**src/rtl/alu_control_unit_if.sv**
```systemverilog
// Decoder bus between the main control unit and the ALU control decoder.
interface alu_control_unit_if;
  logic [1:0] ALUOp;
  logic [2:0] funct3;
  logic [6:0] funct7;
  logic [3:0] alu_ctrl;
  logic       illegal;

  modport master (output ALUOp, output funct3, output funct7,
                  input  alu_ctrl, input illegal);
  modport slave  (input  ALUOp, input funct3, input funct7,
                  output alu_ctrl, output illegal);
endinterface

```
**src/rtl/alu_control_unit.sv**
```systemverilog
// RV32I ALU control decoder: ALUOp + funct3/funct7 -> registered 4-bit ALU op
// code and illegal-encoding flag, one clock of latency.
module alu_control_unit (
  input  logic                clk,
  input  logic                rst,
  alu_control_unit_if.slave   bus
);

  typedef enum logic [3:0] {
    OP_ADD  = 4'b0000,
    OP_SUB  = 4'b0001,
    OP_AND  = 4'b0010,
    OP_OR   = 4'b0011,
    OP_XOR  = 4'b0100,
    OP_SLL  = 4'b0101,
    OP_SRL  = 4'b0110,
    OP_SRA  = 4'b0111,
    OP_SLT  = 4'b1000,
    OP_SLTU = 4'b1001
  } alu_op_e;

  typedef enum logic [1:0] {
    ALUOP_MEM    = 2'b00,
    ALUOP_BRANCH = 2'b01,
    ALUOP_RTYPE  = 2'b10,
    ALUOP_ITYPE  = 2'b11
  } aluop_e;

  localparam logic [6:0] F7_BASE = 7'b0000000;
  localparam logic [6:0] F7_ALT  = 7'b0100000;

  logic [3:0] ctrl_d;
  logic       illegal_d;
  logic [3:0] base_op;

  // funct3 map shared by R-type (funct7=0) and I-type.
  always_comb begin
    base_op = OP_ADD;
    case (bus.funct3)
      3'b000:  base_op = OP_ADD;
      3'b001:  base_op = OP_SLL;
      3'b010:  base_op = OP_SLT;
      3'b011:  base_op = OP_SLTU;
      3'b100:  base_op = OP_XOR;
      3'b101:  base_op = OP_SRL;
      3'b110:  base_op = OP_OR;
      3'b111:  base_op = OP_AND;
      default: base_op = 'x;
    endcase
  end

  always_comb begin
    ctrl_d    = OP_ADD;
    illegal_d = 1'b0;
    case (bus.ALUOp)
      ALUOP_MEM:    ctrl_d = OP_ADD;
      ALUOP_BRANCH: ctrl_d = OP_SUB;
      ALUOP_RTYPE: begin
        if (bus.funct7 == F7_BASE) begin
          ctrl_d = base_op;
        end else if (bus.funct7 == F7_ALT && bus.funct3 == 3'b000) begin
          ctrl_d = OP_SUB;
        end else if (bus.funct7 == F7_ALT && bus.funct3 == 3'b101) begin
          ctrl_d = OP_SRA;
        end else begin
          illegal_d = 1'b1;
        end
      end
      ALUOP_ITYPE: begin
        // funct7 only qualifies the shift encodings; elsewhere it is immediate data.
        if (bus.funct3 == 3'b001) begin
          if (bus.funct7 == F7_BASE) ctrl_d = OP_SLL;
          else                       illegal_d = 1'b1;
        end else if (bus.funct3 == 3'b101) begin
          if (bus.funct7 == F7_BASE)     ctrl_d = OP_SRL;
          else if (bus.funct7 == F7_ALT) ctrl_d = OP_SRA;
          else                           illegal_d = 1'b1;
        end else begin
          ctrl_d = base_op;
        end
      end
      // Unknown ALUOp propagates rather than being masked to a legal code.
      default: begin
        ctrl_d    = 'x;
        illegal_d = 1'bx;
      end
    endcase
  end

  always_ff @(posedge clk or posedge rst) begin
    if (rst) begin
      bus.alu_ctrl <= '0;
      bus.illegal  <= 1'b0;
    end else begin
      bus.alu_ctrl <= ctrl_d;
      bus.illegal  <= illegal_d;
    end
  end

endmodule

```
**src/flat_wrapper.sv**
```systemverilog
// flat-port wrapper written by rule: the top's interface ports become plain ports
module alu_control_unit_flat 
  (clk, rst, bus_ALUOp, bus_funct3, bus_funct7, bus_alu_ctrl, bus_illegal);
  alu_control_unit_if bus_i ();
  input  logic clk;
  input  logic rst;
  input wire logic [$bits(bus_i.ALUOp)-1:0] bus_ALUOp;
  input wire logic [$bits(bus_i.funct3)-1:0] bus_funct3;
  input wire logic [$bits(bus_i.funct7)-1:0] bus_funct7;
  output wire logic [$bits(bus_i.alu_ctrl)-1:0] bus_alu_ctrl;
  output wire logic [$bits(bus_i.illegal)-1:0] bus_illegal;
  assign bus_i.ALUOp = bus_ALUOp;
  assign bus_i.funct3 = bus_funct3;
  assign bus_i.funct7 = bus_funct7;
  assign bus_alu_ctrl = bus_i.alu_ctrl;
  assign bus_illegal = bus_i.illegal;
  alu_control_unit u_core (.clk(clk), .rst(rst), .bus(bus_i));
endmodule
```
**config.mk**
```make
export PLATFORM = sky130hd
export DESIGN_NAME = alu_control_unit_flat
export DESIGN_NICKNAME = d
export VERILOG_FILES = /design/src/rtl/alu_control_unit_if.sv /design/src/rtl/alu_control_unit.sv /design/src/flat_wrapper.sv
export SDC_FILE = /design/constraint.sdc
export NUM_CORES = 1
export LEC_CHECK = 0
export CAP_MARGIN = 20
export CORE_UTILIZATION = 25
export DETAILED_ROUTE_END_ITERATION = 16
export PLACE_DENSITY_LB_ADDON = 0.2
export SLEW_MARGIN = 25
export SYNTH_ARGS = -nofsm -noshare
export SYNTH_HDL_FRONTEND = slang
export SYNTH_SLANG_ARGS = --single-unit
```
**constraint.sdc**
```tcl
create_clock -name clk -period 0.8 [get_ports clk]
set_input_delay 0.16 -clock clk [delete_from_list [all_inputs] [get_ports clk]]
set_output_delay 0.16 -clock clk [all_outputs]
set_load 0.01 [all_outputs]
```
# ---- Word-level counts from Yosys, hierarchy flattened
# Memories as Yosys holds them, arrays and structs flattened.
# Cells that the tools add are included.
dict set report word_totals {
  ff_bits 5
  rom_bits 32
  in_bits 14
  out_inout_bits 5
  word_cells 32
  n_memories 1
}
dict set report op_classes {
  eq_ne 6
  n_mux 18
  reduce_logical 5
}
# name words word_bits rd rd_clocked_by_memory_dff wr line_no
set mem_list {}
lappend mem_list {{(name not given)} 8 4 1 0 0 alu_control_unit.sv:39} ;# case (bus.funct3)
# operator count
set op_table {}
lappend op_table {{4-bit two-way mux} 5}
lappend op_table {{4-bit case mux with 4 select lines} 1}
lappend op_table {{3-bit two-way mux} 3}
lappend op_table {{1-bit two-way mux} 8}
lappend op_table {{7-bit by 6-bit == test with 1-bit output (second input constant)} 1}
lappend op_table {{7-bit logical NOT} 1}
lappend op_table {{2-bit == test (second input constant)} 2}
lappend op_table {{3-bit by 1-bit == test with 1-bit output (second input constant)} 1}
lappend op_table {{3-bit == test (second input constant)} 1}
lappend op_table {{3-bit logical NOT} 1}
lappend op_table {{2-bit by 1-bit == test with 1-bit output (second input constant)} 1}
lappend op_table {{1-bit logical AND} 2}
lappend op_table {{2-bit logical NOT} 1}
lappend op_table {{1-bit case mux with 2 select lines} 1}

# ---- Depth between registers and ports, before layout
# Gate-level depths: netlist of the first run.
dict set report logic_depth {
  depth_word 6
  ltp_mapped 5
}

# ---- Worst setup path after synthesis of the first run
# No wires, ideal clock.
dict set report synth_timing {
  path_type {input -> register}
  startpoint {in bus_funct7[3]}
  endpoint {reg u_core.bus.alu_ctrl[1]}
  setup_ns 0.099
  arrival_time_ns 1.204
  required_ns 0.701
  setup_slack_ns -0.503
  cell_stages 4
  path_buffers 0
  path_cell_list {or4_4 -> nor3_4 -> nand2_2 -> a311oi_1}
}
dict set report synth_via {
  elab_chain_cells 6
}
# element line_no
set synth_lines {}
lappend synth_lines {{from (decl)} flat_wrapper.sv:9} ;# input wire logic [$bits(bus_i.funct7)-1:0] bus_funct7;
lappend synth_lines {{7-bit by 6-bit == test with 1-bit output} {alu_control_unit.sv:61, alu_control_unit.sv:63, alu_control_unit.sv:76}}
lappend synth_lines {{3-bit two-way mux / 1-bit logical AND (equally long branches)} {alu_control_unit.sv:76, alu_control_unit.sv:63}}
lappend synth_lines {{4-bit two-way mux / 3-bit two-way mux (equally long branches)} {alu_control_unit.sv:75, alu_control_unit.sv:63}}
lappend synth_lines {{4-bit two-way mux (on tied branches)} {alu_control_unit.sv:74, alu_control_unit.sv:61}}
lappend synth_lines {{4-bit two-way mux (on tied branches)} {alu_control_unit.sv:71, alu_control_unit.sv:59}}
lappend synth_lines {{4-bit case mux with 4 select lines *} alu_control_unit.sv:55} ;# case (bus.ALUOp)
lappend synth_lines {{named net u_core.ctrl_d[1]} alu_control_unit.sv:32} ;# logic [3:0] ctrl_d;
lappend synth_lines {{to (signal assigned)} alu_control_unit.sv:95} ;# bus.alu_ctrl <= ctrl_d;
lappend synth_lines {{to (decl)} alu_control_unit_if.sv:12} ;# output alu_ctrl, output illegal);
# The timed path passes the listed nets; every way through them passes the cells marked *.

# ---- Final worst setup path of the first run
dict set report layout_timing {
  startpoint {in bus_funct7[6]}
  endpoint {reg u_core.bus.alu_ctrl[0]}
}
# Same word-level chain as after synthesis.

==> qor.txt, run 1 <==
outcome: finished with violations
failing checks: negative setup slack
Data required, critical path: 950 ps
Adder-Cell Fraction of Synth Area: 0%
Slew @ Worst Pin: 265 ps
count leader, synth: dfrtp_1
Synth Instances: 41
Worst-path clk slew: 40 ps
Sink Count: 5
clock buffer count from CTS: 3
initial antenna violation count: 0
Fin Hold WS: 121 ps
dpl ws: -1020 ps
Post-DP HPWL: 690 microns
final worst slack: -463 ps
total power: 755 uW
area grow syn2layout: 80.9%
synth top area cells: dfrtp_1 (35%), nor2b_1 (5.2%), a41oi_1 (4.9%)
DR vias/cell: 4.79
Worst EP arrival: 1410 ps
Compound-Gate Fraction of Synth Area: 27.1%
grt peak-use layer: met2
Sequential cell area: 125 sq um
met2 GRT Util: 23.0%
CP Cell Sequence: buf_6 -> or4_4 -> nor3_4 -> buf_4 -> a41oi_2 -> a41oi_2
H-tree depth: 1
number of fill cells: 123
Hold Path Class: input port to asynchronous set/reset pin
global-route wire length before repair: 1.49 mm
endpoints failing setup: 10
cell accounting for the most synthesized area: dfrtp_1
synthesized area: 360 sq um
Routed Antenna Nets: 0
Power Dens Cells: 1160 nW/um^2
die area: 1600 sq um
synthesized area per cell: 8.79 sq um
Residual DRC: 0
drt first pass iters: 2
xor and xnor area share after synthesis: 0%
largest stage delay on the critical path: 530 ps
met1 GRT Util: 16.5%
RSZ-0062 raised after global routing: true
type of the worst setup path: input port to flop
Post-synth EDFFs: 0
CP dominant cell by count: a41oi_2
CTS tree: done
# IOs: 19
via count: 407
Setup crit end kind: flop
Multi-input gate area: 246 sq um
initial DRC count: 2
VDD IR-drop max: 428 uV
CTS root buf: clkbuf_4
Total Routing Usage GR: 13.8%
crit path launch type: input port
fin crit period: 1260 ps
Main synth FF type: dfrtp_1
largest net degree at the start of global routing: 10
number of port buffers: 18
proportion of layout cells with a drive suffix above 1: 44.3%
main combinational cell family by area after synthesis: simple AND/OR/NAND/NOR gates
async set-reset flop share out of synthesis: 100%
Core Util, Final: 49.5%
FMAX: 0.792 GHz
max-cap violations: 0
simple-gate share of the synthesized area: 31.6%
Overflow after GRT: 0
CTS Buffer Depth: 2
Placeable Area: 1320 sq um
GPL Wtd Cong: 0.821
Initial Util: 27.4%
nets@finish: 85
Slowest cell on crit path: or4_4
Die X: 40.0 microns
Slew headroom: 82.3%
Max Slew Vio Count: 0
FP Rows: 13
register area share after synthesis: 34.7%
vias in the first global route: 377
top post-synthesis cells by count: dfrtp_1 (5), inv_1 (3), nor2b_1 (3)
Syn. warnings: 0
average wire per standard cell: 10.1 microns
total wire length: 856 microns
die height: 40.0 microns
Mapped Nets: 55
antenna cells: 0
Final Cycle Share: 158%
crit-path max FO: 3
global routing usage on met3: 1.67%
area share of the leading cell type in the synthesized netlist: 34.7%
Distinct cells, synth: 25
Leakage: 0.000312 uW
flops & latches, synth: 5
multiplexer share of the synthesized area: 0%
final hold viol count: 0
## per-layer routing
metal / routed length [microns] / vias up / share of wire (%)
met4: 0 / 0 / 0
met1: 375 / 184 / 44
met5: 0 / - / 0
met2: 426 / 12 / 50
met3: 53 / 0 / 6.2
li1: - / 211 / -
## worst max-delay path, delay by kind of cell
family	cells	cell delay (ps)
buffers and inverters	2	250
AOI/OAI and AO/OA	2	310
and+or+nand+nor	2	700
## layout by cell type (no fill, tap or decap), types with 2 or more instances in the layout
cell / synthesis / final
buf_4: 0 / 8
buf_2: 1 / 7
clkdlybuf4s50_1: 0 / 5
dfrtp_1: 5 / 5
inv_1: 3 / 3
clkbuf_4: 0 / 3
buf_6: 0 / 3
nand2_1: 2 / 2
a21oi_1: 2 / 2
nor3b_1: 2 / 2
o21ai_1: 1 / 2
nor2b_1: 3 / 2
nand3b_1: 2 / 2
a41oi_2: 0 / 2
dlygate4sd2_1: 0 / 2
## kinds of logic (layout without fill, tap and decap cells)
| group | after synthesis | in the layout |
|---|---|---|
| AOI/OAI and AO/OA | 14 | 14 |
| DFF | 5 | 5 |
| buffers and inverters | 6 | 35 |
| and+or+nand+nor | 16 | 16 |
## flip-flops by register name, summed over array words and instances, names as in the netlist
name,flops
u_core.bus.illegal,1
u_core.bus.alu_ctrl,4
## worst paths after layout
check                              start  cells past startpoint  slack [ps]                               end
max                        bus_funct7[6]                      6        -460  u_core.bus.alu_ctrl[0]$_DFF_PP0_
min                                  rst                      2         120  u_core.bus.alu_ctrl[2]$_DFF_PP0_
max in group asynchronous            rst                      2         510  u_core.bus.alu_ctrl[1]$_DFF_PP0_
min in group clk           bus_funct3[1]                      3         270  u_core.bus.alu_ctrl[2]$_DFF_PP0_
## report_power, final
group / leakage (uW) / total [uW] / internal, uW / switching (uW)
registers: 0.0000658 / 267 / 265 / 1.78
logic: 0.000231 / 210 / 116 / 93.4
clock network: 0.0000150 / 279 / 188 / 91.3
## cell type report
class / instances / share of cell area (%)
clock buffers: 4 / 4.03
inverters: 3 / 1.73
flip-flops and latches: 5 / 19.2
repair buffers: 28 / 34.4
well taps: 15 / 2.88
multi-input cells: 30 / 37.8
## metrics by stage
stage | std cells | cell area (sq um) | setup TNS (ps)
floorplan | 41 | 360 | -2240
global placement | 79 | 607 | -5550
detailed placement | 79 | 607 | -5730
CTS | 85 | 646 | -2490
global route | 85 | 652 | -2580
finish | 85 | 652 | -2160
## repair_timing
| item | CTS | global route |
|---|---|---|
| resized for setup | 43 | 5 |
| pin swaps | 11 | 4 |
| hold buffers | 0 | 0 |
| setup endpoints to repair | 10 | 10 |
| setup buffers | 2 | 0 |
No activity file was read; power rests on OpenSTA's default activity.
==> inputs of run 2 (changes only) <==
--- a/config.mk
+++ b/config.mk
@@ -6,8 +6,11 @@
 export NUM_CORES = 1
 export LEC_CHECK = 0
 export CAP_MARGIN = 20
-export CORE_UTILIZATION = 25
+export CORE_AREA = 2 2 39 41
+export CTS_BUF_LIST = sky130_fd_sc_hd__clkbuf_4 sky130_fd_sc_hd__clkbuf_8 sky130_fd_sc_hd__clkbuf_16
 export DETAILED_ROUTE_END_ITERATION = 16
+export DIE_AREA = 0 0 41 43
+export GPL_TIMING_DRIVEN = 0
 export PLACE_DENSITY_LB_ADDON = 0.2
 export SLEW_MARGIN = 25
 export SYNTH_ARGS = -nofsm -noshare
==> qor.txt, run 2 (synthesis results as in run 1) <==
outcome: finished with violations
failing checks: negative setup slack
vias in the first global route: 342 (-9.3%)
sequential power share: 33.8% (-1.5 points)
fin crit period: 1260 ps (-2.75 ps)
Inst Count DP: 73 (-7.6%)
Sink Count: 5 (unchanged)
Data required, critical path: 940 ps (about the same)
antenna cells: 0 (unchanged)
Die X: 41 microns (+2.6%)
H-tree depth: 1 (unchanged)
Total Routing Usage GR: 11.8% (-2.0 points)
global routing usage on met3: 1.57% (-0.096 points)
met1 GRT Util: 12.9% (-3.6 points)
clock share of power: 39.4% (+2.5 points)
Post-Layout Cell Count: 83 (-2.4%)
initial antenna violation count: 0 (unchanged)
VDD IR-drop max: 334 uV (-22%)
max-cap violations: 0 (unchanged)
crit-path max FO: 4 (+1)
P_sw: 193 uW (+3.3%)
grt peak-use layer: met2
crit path launch type: input port
# IOs: 19 (unchanged)
Slew headroom: 67.5% (-15 points)
met2 GRT Util: 18.4% (-4.5 points)
Worst-path clk slew: 40 ps (about the same)
clock buffer count from CTS: 3 (unchanged)
final instance area: 664 sq um (+1.9%)
GPL Wtd Cong: 0.712 (-13%)
Setup crit end kind: flop
Logic pwr share: 26.7% (-1.1 points)
Max Slew Vio Count: 0 (unchanged)
area grow syn2layout: 84.4%
Internal: 597 uW (+4.9%)
number of port buffers: 16 (-2)
CTS root buf: clkbuf_4
Placeable Area: 1380 sq um (+5.0%)
total power: 789 uW (+4.5%)
global-route wire length before repair: 1.39 mm (-6.5%)
Initial Util: 26.0% (-1.3 points)
nets@finish: 82 (-3.5%)
via count: 409 (+0.49%)
Leakage: 0.000299 uW (-4.1%)
Routed Antenna Nets: 0 (unchanged)
Largest register FFs: 4 (unchanged)
Final Cycle Share: 157% (-0.34 points)
Hold Path Class: input port to asynchronous set/reset pin
largest stage delay on the critical path: 530 ps (about the same)
proportion of layout cells with a drive suffix above 1: 49.3% (+5.0 points)
FP Rows: 14 (+1)
final worst slack: -460 ps (+2.75 ps)
Largest Register: u_core.bus.alu_ctrl
endpoints failing setup: 10 (unchanged)
CP Cell Sequence: buf_6 -> or4_4 -> nor3_4 -> buf_4 -> nand2_2 -> a311oi_2
die area: 1760 sq um (+10%)
type of the worst setup path: input port to flop
total wire length: 923 microns (+7.8%)
Worst EP arrival: 1400 ps (about the same)
Residual DRC: 0 (unchanged)
most frequent cells in the layout: buf_2 (7), dfrtp_1 (5)
largest registers: u_core.bus.alu_ctrl (4), u_core.bus.illegal (1)
DR vias/cell: 4.93 (+2.9%)
Placed Area: 541 sq um (-11%)
switch share: 24.4% (-0.28 points)
Worst path top cell family by delay: simple AND/OR/NAND/NOR gates
CTS Buffer Depth: 2 (unchanged)
Post-DP HPWL: 648 microns (-6.1%)
RSZ-0062 raised after global routing: true
commonest non-fill, non-tap cell in the layout: buf_2
Slew @ Worst Pin: 488 ps (+223 ps)
largest net degree at the start of global routing: 11 (+1)
final hold viol count: 0 (unchanged)
die height: 43 microns (+7.6%)
drt first pass iters: 2 (unchanged)
Slowest cell on crit path: or4_4
Power Dens Cells: 1190 nW/um^2 (+2.5%)
initial DRC count: 1 (-1)
Worst Path Buf+Inv: 2 (unchanged)
CTS tree: done
Overflow after GRT: 0 (unchanged)
average wire per standard cell: 11.1 microns (+10%)
FMAX: 0.794 GHz (+0.22%)
[run 2: changes by cell type in the layout (fill, tap and decap cells not counted), sizes merged]
cell,before,now
clkdlybuf4s50,5,4
buf,18,15
clkbuf,5,6
[run 2: per-stage QoR]
stage	setup slack (ps)	TNS [ps]	hold WS, ps	util [%]
finish	-460	-2380	121	48.0
global route	-524	-2720	139	48.0
CTS	-533	-2660	119	43.3
detailed placement	-1050	-5730	368	39.1
global placement	-1050	-5770	368	39.1
floorplan	-503	-2240	-61.5	-
[run 2: layout make-up]
type                    count  area, sq um
plain buffers               3         22.5
clock buffers               4         30.0
fillers                   140          719
inverters                   3         11.3
multi-input cells          30          270
flip-flops and latches      5          125
well taps                  16         20.0
repair buffers             22          185
[run 2: final timing paths]
check	depth (start not counted)	endpoint	slack, ps	from
worst max-delay path	6	u_core.bus.alu_ctrl[1]$_DFF_PP0_	-460	bus_funct7[6]
worst min-delay path	2	u_core.bus.alu_ctrl[3]$_DFF_PP0_	120	rst
max in group asynchronous	2	u_core.bus.alu_ctrl[0]$_DFF_PP0_	520	rst
min in group clk	2	u_core.bus.alu_ctrl[2]$_DFF_PP0_	260	bus_funct3[1]
[run 2: what timing repair did]
| item | in CTS | in global routing |
|---|---|---|
| pin swaps | 6 | 4 |
| buffers inserted | 5 | 1 |
| hold buffers | 0 | 0 |
| endpoints found under the setup margin | 10 | 10 |
| resized for setup | 40 | 12 |
[run 2: per-layer routing]
layer	wire length, microns	vias up
met5	0	-
met2	471	10
met3	57	2
li1	-	205
met1	384	192
met4	9	0
[run 2: power by group through the flow]
stage	registers, uW	logic [uW]	clock network, uW
2_1_floorplan	278	71.5	0
3_3_place_gp	271	178	0
3_5_place_dp	271	180	0
4_1_cts	267	185	330
5_1_grt	268	230	337
6_report	267	211	311
